<file path="config.mk">
export PLATFORM = sky130hd
export DESIGN_NAME = delay_timer
export DESIGN_NICKNAME = d
export VERILOG_FILES = /design/src/rtl/delay_timer.sv
export SDC_FILE = /design/constraint.sdc
export NUM_CORES = 1
export LEC_CHECK = 0
export ABC_AREA = 1
export BUFFER_PORTS_ARGS = -buffer_cell sky130_fd_sc_hd__buf_2
export CORE_MARGIN = 1.5
export CORE_UTILIZATION = 55
export CTS_CLUSTER_SIZE = 10
export DETAILED_ROUTE_END_ITERATION = 6
export GPL_ROUTABILITY_DRIVEN = 0
export GPL_TIMING_DRIVEN = 1
export PLACE_DENSITY = 0.84
export SLEW_MARGIN = 20
export SYNTH_ARGS = -nofsm -noshare
export SYNTH_HDL_FRONTEND = slang
export SYNTH_SLANG_ARGS = --single-unit
</file>
<file path="constraint.sdc">
create_clock -name clk -period 2.4 [get_ports clk]
set_input_delay 0.24 -clock clk [delete_from_list [all_inputs] [get_ports clk]]
set_output_delay 0.24 -clock clk [all_outputs]
set_load 0.01 [all_outputs]
</file>
<file path="src/rtl/delay_timer.sv">
// rtl/delay_timer.sv - LEN-unit delay/interval timer with one-shot/periodic modes and abort.
// Optional freeze input enabled by DELAY_TIMER_PAUSE_EN.
module delay_timer #(
    parameter int FCLK_HZ = 5000,
    parameter int TICK_HZ = 1000,
    parameter int CNT_W   = 32
) (
    input  logic             clk,
    input  logic             rst,
    input  logic             start,
    input  logic             abort,
`ifdef DELAY_TIMER_PAUSE_EN
    input  logic             pause,
`endif
    input  logic             periodic,
    input  logic [CNT_W-1:0] len,
    output logic             busy,
    output logic             done,
    output logic             tick,
    output logic [CNT_W-1:0] remain
);

    localparam int DIV = FCLK_HZ / TICK_HZ;
    localparam int PW  = (DIV > 1) ? $clog2(DIV) : 1;
    localparam logic [PW-1:0] PRE_LAST = PW'(DIV - 1);

    generate
        if (DIV < 1) begin : g_bad_div
            $error("delay_timer: FCLK_HZ/TICK_HZ must be >= 1");
        end
    endgenerate

    typedef enum logic {IDLE, RUN} state_t;

    state_t           state, state_n;
    logic [PW-1:0]    prescaler, pre_n;
    logic [CNT_W-1:0] len_q, len_n, rem_n;
    logic             periodic_q, per_n;
    logic             busy_n, done_n, tick_n;
    logic             hold;

`ifdef DELAY_TIMER_PAUSE_EN
    assign hold = pause;
`else
    assign hold = 1'b0;
`endif

    always_ff @(posedge clk or negedge rst) begin
        if (!rst) begin
            state      <= IDLE;
            prescaler  <= '0;
            len_q      <= '0;
            periodic_q <= 1'b0;
            remain     <= '0;
            busy       <= 1'b0;
            done       <= 1'b0;
            tick       <= 1'b0;
        end else begin
            state      <= state_n;
            prescaler  <= pre_n;
            len_q      <= len_n;
            periodic_q <= per_n;
            remain     <= rem_n;
            busy       <= busy_n;
            done       <= done_n;
            tick       <= tick_n;
        end
    end

    // Priority: abort, then start (restart), then normal counting.
    always_comb begin
        state_n = state;
        pre_n   = prescaler;
        rem_n   = remain;
        len_n   = len_q;
        per_n   = periodic_q;
        busy_n  = busy;
        done_n  = 1'b0;
        tick_n  = 1'b0;
        if (abort) begin
            state_n = IDLE;
            pre_n   = '0;
            rem_n   = '0;
            busy_n  = 1'b0;
        end else if (start) begin
            pre_n = '0;
            if (len != '0) begin
                state_n = RUN;
                rem_n   = len;
                len_n   = len;
                per_n   = periodic;
                busy_n  = 1'b1;
            end else begin
                state_n = IDLE;
                rem_n   = '0;
                busy_n  = 1'b0;
                done_n  = 1'b1;
            end
        end else if (state == RUN && !hold) begin
            if (prescaler == PRE_LAST) begin
                pre_n  = '0;
                tick_n = 1'b1;
                if (remain <= CNT_W'(1)) begin
                    done_n = 1'b1;
                    if (periodic_q) begin
                        rem_n = len_q;
                    end else begin
                        state_n = IDLE;
                        rem_n   = '0;
                        busy_n  = 1'b0;
                    end
                end else begin
                    rem_n = remain - 1'b1;
                end
            end else begin
                pre_n = prescaler + 1'b1;
            end
        end
    end

endmodule

</file>
After elaboration in Yosys (flattened, before gate mapping). Cells that the tools add are included.

Multiplexer cells: 34. Reduce and logical (&&, ||, !) cells: 7. Add/subtract/negate cells: 2. Equality and inequality tests: 2. Bitwise operators: 1. $lt $le $gt $ge: 1.

Operators with widths (count): $mux 32 (7); $le 32x1->1 const B (1); $reduce_bool 32->1 (1); $sub 32x1->32 const B (1); $mux 1 (23); $mux 3 (4); $reduce_bool 3->1 (3); $reduce_and 4->1 (1); $add 3x1->3 const B (1); $eq 3x3->1 const B (1); $ne 3x3->1 const B (1); $reduce_and 3->1 (1); $reduce_and 2->1 (1); $not 1->1 (1).

Register bits after elaboration: 72. Bits of input ports: 37. Word-level logic and storage cells: 55. Output and inout port bits: 35.

Longest topological paths before layout. Gate-level depths: netlist of the first run.

Depth in word-level cells: 6. Depth in mapped cells: 14. Gate-level depth less buffers: 13.

Worst setup path after synthesis of the first run. OpenSTA, ideal clock, no wires.

Path type: register to register. Start: register remain[0]. End: register remain[3]. Buffers on the path: 1. Arrival: 1646 ps. Setup slack: 636 ps. Stages on the path, launching flop included: 13. Path through: dfrtp_1 > inv_1 > ha_1 > nand2_4 > nor2_8 > nand2_4 > nand2_8 > nand2_8 > buf_6 > o21ai_1 > nand3_1 > nand3_1 > nand2_1.

Word-level cells in the longest chain between the ends: 6.

Ends and longest elaborated chain: from (decl) (line 20) `output logic [CNT_W-1:0] remain`; from (signal assigned) (line 63) `remain <= rem_n;`; $sub 32x1->32 or $le 32x1->1 (tied branches) (line 113, 103); $mux 32 * (line 103) `if (remain <= CNT_W'(1)) begin`; $mux 32 * (line 100) `if (prescaler == PRE_LAST) begin`; $mux 32 * (line 99) `end else if (state == RUN && !hold) begin`; $mux 32 * (line 85) `end else if (start) begin`; $mux 32 * (line 80) `if (abort) begin`.

Mark *: on every way between the ends. The rest lies on a longest branch, timed or not. The select of a mux whose other input is x is not followed. A chain may end at the register's enable or synchronous reset.

Worst setup path in the final report of the first run. Ends and elaborated chain as after synthesis.

==> metrics, run 1 <==
Least-Margin Pin Slew=approximately 820 ps; Post-synth ARST share=100%; post-synthesis cell type count=33; Starting Density=a little under three fifths; Worst EP arrival=around 2400 ps; grt total ovfl=0; Final Max Tran Viols=0; IO Pins=between 70 and 80; clk root buf=clkbuf_8; CP delay by family, top=simple AND/OR/NAND/NOR gates; Final min period=between 2000 and 2500 ps; detailed placer's ending HPWL=around 11 mm; Skew-Pair Late Insertion Delay=350 ps; sequential share of the synthesized area=between 30 and 40%; maximum vdd drop=0.410 mV; Critical Path End Type=register; antenna cells=0; CP startpoint kind=register; Via density=between 5 and 6; top_reg_cell synth=dfrtp_1; Area growth syn-to-layout=13.6%; critical path cell sequence=inv_1, ha_1, nand2_4, nor2_8, nand2_4, nand2_8, nand2_8, o21ai_1, nand3_1, nand3_1, nand2_1; crit-path max FO=35; most frequent cells in the layout=nand2_1 (297), nand3_1 (91), nor2_1 (88); largest net degree at the start of global routing=50; slowest cell on the critical path=dfrtp_1; R2R Setup Slk=230 ps; routed length per instance=roughly 16 um; Leakage Power=around 3.2 nW; worst path bufs/invs=1; RSZ-0062 raised after global routing=no; WS Path Type=register to register; CTS tree=done; drt first pass iters=6; chip width=98.0 um; Design Power=3.58 mW; CP peak stage delay=450 ps; Max Cap Viol=0; CTS sink count=72; syn_nets=slightly above 800; H-tree levels=3; critical path required time=2640 ps; CTS max path bufs=2; worst hold path type=input pin to register; final WL=between 10 and 15 mm; design area=0.00564 mm2; WP depth=11; Die ar.=~0.0096 mm2; vias in the first global route=~5k; nets@finish=around 880; P per Cell Area=636 mW/mm2; f_max=between 0.4 and 0.5 GHz; fill count=about 800; CTS Buf Count=9; Worst Reg-to-Reg Cells=11; input/output buffers=a little over 70; Core Area=0.00872 mm2; most common cell after layout, fill and taps aside=nand2_1; initial antenna violation count=0; Worst-path clk slew=roughly 80 ps; final setup TNS=0 ps; Cell Area, Synth=slightly below 0.005 mm2; final hold vios=0; Vias=around 5.4k; initial DRC count=670; Mapped Avg Cell Area=around 6.5 um2; fin crit share=approximately nine tenths; synth warn=0; setup violators final=0; clk_skew=slightly below 10 ps; Total Routing Usage GR=approximately a third; Post-DRT Antenna Nets=0; hold path cells=3; synthesized netlist cell count=about 770; share of layout cells above drive strength 1=17.0%; die span in y=between 90 and 100 um; number of synthesized flops with an enable pin=0; Core Rows=34; Seq cells post-synth=72; Slew headroom=between 40% and 50%; DRC=0; status=finished, final reports clean; first-pass GRT wire length=around 25 mm; placed cell area=about 0.0054 mm2
## report_power, final
group	total [mW]	switching (mW)	internal (mW)
clock	0.911	0.455	0.456
sequential	1.53	0.170	1.36
combinational	1.15	0.746	0.401
total	3.58	1.37	2.21
## synthesized netlist by cell type (5+ instances only)
cell	number	share of area, %
buf_2	10	1.0
dfrtp_1	72	36
o21ai_0	24	2.4
o21ai_1	9	0.91
a21oi_1	10	1.0
nand3_2	6	1.2
inv_1	76	5.8
nor2_2	6	0.76
nor2_1	88	6.7
nand2_2	9	1.1
nand2_1	297	22
nand3_1	91	9.2
nand4_1	11	1.4
nor3_1	5	0.50
buf_6	5	1.1
clkbuf_1	12	0.91
## stage by stage
step	worst slack [ps]	util, %	hold WS [ps]	std cells
after floorplan	636	-	-55.6	768
after global placement	392	62.4	291	937
after detailed placement	264	62.4	301	937
after CTS	256	64.6	130	954
final	231	64.6	129	954
after global routing	101	64.6	143	954
## repair_timing
item                                    4_1_cts  5_1_grt
hold endpoints to repair                     26        0
buffers inserted                              0        0
endpoints found under the setup margin        0        0
resized for setup                             0        0
hold buffers                                  1        0
## area by class of cell
class                   instances  area (um2)  share of cell area, %
inverters                      80         300                   5.33
multi-input cells             586        2690                   47.7
well taps                     108         135                   2.40
flip-flops and latches         72        1800                   32.0
repair buffers                 92         528                   9.37
clock inverters                 3        15.0                  0.266
clock buffers                  13         169                   3.00
## metal layers
layer	GRT usage, %	routed length [um]	vias to the layer above
met3	7.44	1830	38
met4	10.4	365	0
met5	0	0	-
met1	46.7	6160	2457
li1	-	-	2543
met2	48.3	6580	354
## path summary, 6_finish.rpt
path,from,to
worst max-delay path,remain[0],remain[3]
worst min-delay path,periodic,periodic_q
worst max register to register,remain[0],remain[3]
worst min register to register,busy,busy
max in group asynchronous,rst,remain[19]
min in group asynchronous,rst,len_q[11]
## worst reg2reg max path: stages, from the launching register on
cell and delay, ps:
dfrtp_1 450, inv_1 110, ha_1 250, nand2_4 110, nor2_8 160, nand2_4 100, nand2_8 170, nand2_8 210
o21ai_1 210, nand3_1 120, nand3_1 110, nand2_1 60
## cell families (layout without fill, tap and decap cells)
family / after synthesis / in the layout / share of synthesized area [%]
flip-flops: 72 / 72 / 36.3
AND/OR/NAND/NOR: 531 / 531 / 47.5
XOR/XNOR: 6 / 6 / 1.06
buffers and inverters: 110 / 188 / 9.48
AO/OA/AOI/OAI: 45 / 45 / 4.67
adder cells (fa/ha/maj): 4 / 4 / 1.01
## flip-flops by register name, summed over array words and instances, names as in the netlist
register and cells:
remain 32, periodic_q 1, prescaler 3, tick 1, len_q 32, state 1, done 1, busy 1
No activity file was read; power rests on OpenSTA's default activity.
==> run 2, diff against run 1 <==
- CTS_BUF_LIST: unset -> sky130_fd_sc_hd__clkbuf_4
- PLACE_DENSITY: 0.84 -> 0.77
==> metrics, run 2 (synthesized netlist as in run 1, its figures left out) <==
Final Max Tran Viols=0; crit-path max FO=35; share of layout cells above drive strength 1=17.3%; CTS sink count=72; CTS max path bufs=2; # placed instances=~940; Net Sw Frac=approximately 40%; power share of the combinational group=between 30% and 40%; Final min period=approximately 2200 ps; P_int=roughly 2.1 mW; Via density=~5.5; P per Cell Area=around 620 mW/mm2; design area=0.00560 mm2; DRC=0; most common cell after layout, fill and taps aside=nand2_1; vias in the first global route=between 4k and 5k; placed cell area=approximately 0.0055 mm2; Worst-path clk slew=130 ps; grt total ovfl=0; status=finished, final reports clean; Area growth syn-to-layout=13.0%; WHS=between 15 and 20 ps; drt first pass iters=5; Critical Path End Type=register; Skew-Pair Late Insertion Delay=about 450 ps; initial DRC count=around 510; detailed placer's ending HPWL=11.1 mm; Post-DRT Antenna Nets=0; H-tree levels=3; clock share of power=approximately a quarter; final setup TNS=0 ps; CTS Buf Count=9; RSZ-0062 raised after global routing=no; Core Area=around 0.0087 mm2; Top Registers=len_q x32, remain x32, prescaler x3; Starting Density=56.9%; IO Pins=72; maximum vdd drop=around 0.27 mV; Least-Margin Pin Slew=just over 900 ps; final WL=between 10 and 15 mm; CP startpoint kind=register; most frequent cells in the layout=nand2_1 (297), nand3_1 (91), nor2_1 (88); Leakage Power=3.16 nW; WS Path Type=register to register; input/output buffers=slightly above 70; die span in y=approximately 98 um; antenna cells=0; nets@finish=886; fin crit share=91.6%; initial antenna violation count=0; Slew headroom=a little under two fifths; chip width=just under 100 um; Reg power frac=between 40 and 50%; CTS tree=done; final non-filler cell total=between 900 and 1k; first-pass GRT wire length=about 25 mm; Max Cap Viol=0; clk_skew=around 13 ps; Worst EP arrival=between 2000 and 3000 ps; Sw Pwr=between 1 and 1.5 mW; Die ar.=around 0.0096 mm2; Vias=5,298; worst hold path type=input pin to register; final hold vios=0; Total Routing Usage GR=between 30% and 40%; largest net degree at the start of global routing=36; f_max=between 0.4 and 0.5 GHz; routed length per instance=around 15 um; post-CTS setup buffers=0; Core Rows=34; clk root buf=clkbuf_4; critical path required time=2750 ps; setup violators final=0
==> run 2: layer usage <==
| metal | GRT usage (%) | part of all wire [%] |
|---|---|---|
| met1 | 48.2 | 45 |
| met2 | 46.3 | 42 |
| met3 | 8.30 | 11 |
| met4 | 10.0 | 1.9 |
| met5 | 0 | 0 |
==> run 2: layout make-up <==
cell class	count	area (um2)
clock buffer	10	75.1
clock inverter	6	58.8
fill	817	3120
inverter	80	300
multi-input combinational	586	2690
sequential	72	1800
tap	108	135
timing repair buffer	96	546
==> run 2: final timing paths <==
check                          start          to  slack [ps]  cells after the start
setup / recovery           remain[0]   remain[3]         200                     11
hold / removal              periodic  periodic_q          20                      3
setup reg to reg           remain[0]   remain[3]         200                     11
hold reg to reg                 busy        busy         480                      2
max in group asynchronous        rst   len_q[12]        1280                      3
min in group asynchronous        rst   remain[4]         370                      2
==> run 2: critical path, stage by stage, from the launching register on <==
cell	delay (ps)
dfrtp_1	470
inv_1	100
ha_1	260
nand2_4	110
nor2_8	160
nand2_4	100
nand2_8	170
nand2_8	210
o21ai_1	220
nand3_1	110
nand3_1	110
nand2_1	60
==> run 2: power groups by stage <==
stage	Sequential [mW]	Clock, mW	Combinational [mW]
after floorplan	1.53	0	0.724
after global placement	1.53	0	1.09
after detailed placement	1.54	0	1.11
after CTS	1.51	0.805	1.12
after global routing	1.53	0.866	1.28
final	1.52	0.806	1.14
==> run 2: what timing repair did <==
item	in CTS	in global routing
hold buffers	1	0
endpoints found under the hold margin	27	0
setup endpoints to repair	0	0
gates resized for setup	0	0
==> run 2: metrics by stage <==
stage	setup WS (ps)	total power, mW	utilization (%)
2_1_floorplan	636	2.26	-
6_report	202	3.46	64.3
5_1_grt	135	3.68	64.3
4_1_cts	280	3.44	64.3
3_3_place_gp	350	2.62	62.6
3_5_place_dp	301	2.65	62.6
==> run 3, diff against run 2 <==
- CORE_UTILIZATION: 55 -> 60
- PLACE_DENSITY: 0.77 -> 0.83
==> metrics, run 3 (synthesized netlist as in run 1, its figures left out) <==
clk_skew=roughly 20 ps; Worst Reg-to-Reg Cells=11; P per Cell Area=around 650 mW/mm2; grt total ovfl=0; Hold Path End=periodic_q; worst hold path type=input pin to register; final hold vios=0; Worst EP arrival=approximately 2600 ps; f_max=~0.45 GHz; routed length per instance=15.3 um; Total Routing Usage GR=between 30% and 40%; CTS tree=done; chip width=between 90 and 100 um; post-layout util=71.7%; most common cell after layout, fill and taps aside=nand2_1; final non-filler cell total=between 900 and 1k; Starting Density=a little over three fifths; Die ar.=roughly 0.009 mm2; Core Rows=32; maximum vdd drop=between 0.2 and 0.3 mV; Top Registers=len_q x32, remain x32, prescaler x3; RR Endpoint=remain[3]; H-tree levels=3; vias in the first global route=approximately 4.8k; pre-CTS WS=approximately 280 ps; R2R Setup Slk=180 ps; Least-Margin Pin Slew=874 ps; Leakage Power=3.17 nW; WHS=48.2 ps; Vias=5,334; nets@finish=about 880; fin worst setup slack=178 ps; final setup TNS=0 ps; Final min period=between 2000 and 2500 ps; # placed instances=931; Slew headroom=a little over two fifths; WS Path Type=register to register; largest net degree at the start of global routing=73; CTS Hold Bufs=1; clk root buf=clkbuf_4; first-pass GRT wire length=23.6 mm; initial antenna violation count=0; Max Cap Viol=0; RSZ-0062 raised after global routing=no; CP startpoint kind=register; hold path cells=3; Via density=5.63; crit-path max FO=35; input/output buffers=a little over 70; fin crit share=92.6%; fill count=~690; CTS sink count=a little over 70; most frequent cells in the layout=nand2_1 (297), nand3_1 (91), nor2_1 (88); CTS max path bufs=2; CTS Buf Count=9; critical path required time=between 2000 and 3000 ps; status=finished, final reports clean; Final Max Tran Viols=0; hold path startpoint=periodic; initial DRC count=between 600 and 700; post-CTS setup buffers=0; drt first pass iters=6; Critical Path End Type=register; IO Pins=72; Post-DRT Antenna Nets=0; setup violators final=0; Skew-Pair Late Insertion Delay=between 400 and 500 ps; final WL=about 14 mm; Area growth syn-to-layout=13.4%; detailed placer's ending HPWL=~11 mm; R2R Path Start=remain[0]; post-CTS sizing=0; share of layout cells above drive strength 1=16.9%; Worst-path clk slew=approximately 130 ps; die span in y=about 94 um; Core Area=a little under 0.008 mm2; CP startpoint=remain[0]; antenna cells=0; DRC=0
-- run 3: metal layers --
layer	vias to the layer above	share of wire, %	GRT usage [%]
met5	-	0	0
met2	363	42	49.2
li1	2548	-	-
met1	2386	43	52.3
met4	0	2.7	13.3
met3	37	13	8.09
-- run 3: layout make-up --
type                       count  area [um2]  area share, %
timing repair buffer          92         528           9.38
clock inverter                 6         106           1.89
clock buffer                  10        75.1           1.33
inverter                      80         300           5.34
tap                          102         128           2.27
sequential                    72        1800           32.0
multi-input combinational    586        2690           47.8
-- run 3: report_power, final --
part	internal (mW)	leakage (nW)	switching, mW
logic	0.402	2.16	0.730
registers	1.35	0.915	0.166
clock network	0.536	0.0961	0.456
-- run 3: worst max-delay path by stage --
stage | endpoint | slack [ps] | cells after the start
after floorplan | remain[3] | 640 | 12
after global placement | remain[3] | 370 | 11
after detailed placement | remain[3] | 280 | 11
after CTS | remain[3] | 240 | 11
after global routing | remain[3] | 110 | 11
final | remain[3] | 180 | 11
-- run 3: worst max-delay path: stages (launching register included) --
cell and delay, ps:
dfrtp_1 470, inv_1 110, ha_1 270, nand2_4 110, nor2_8 160, nand2_4 100
nand2_8 170, nand2_8 200, o21ai_1 210, nand3_1 100, nand3_1 120, nand2_1 60
-- run 3: through the flow --
| step | total power, mW | instance area, um2 |
|---|---|---|
| global placement | 2.61 | 5440 |
| finish | 3.64 | 5630 |
| global route | 3.85 | 5630 |
| detailed placement | 2.64 | 5440 |
| CTS | 3.63 | 5630 |
| floorplan | 2.26 | 4960 |
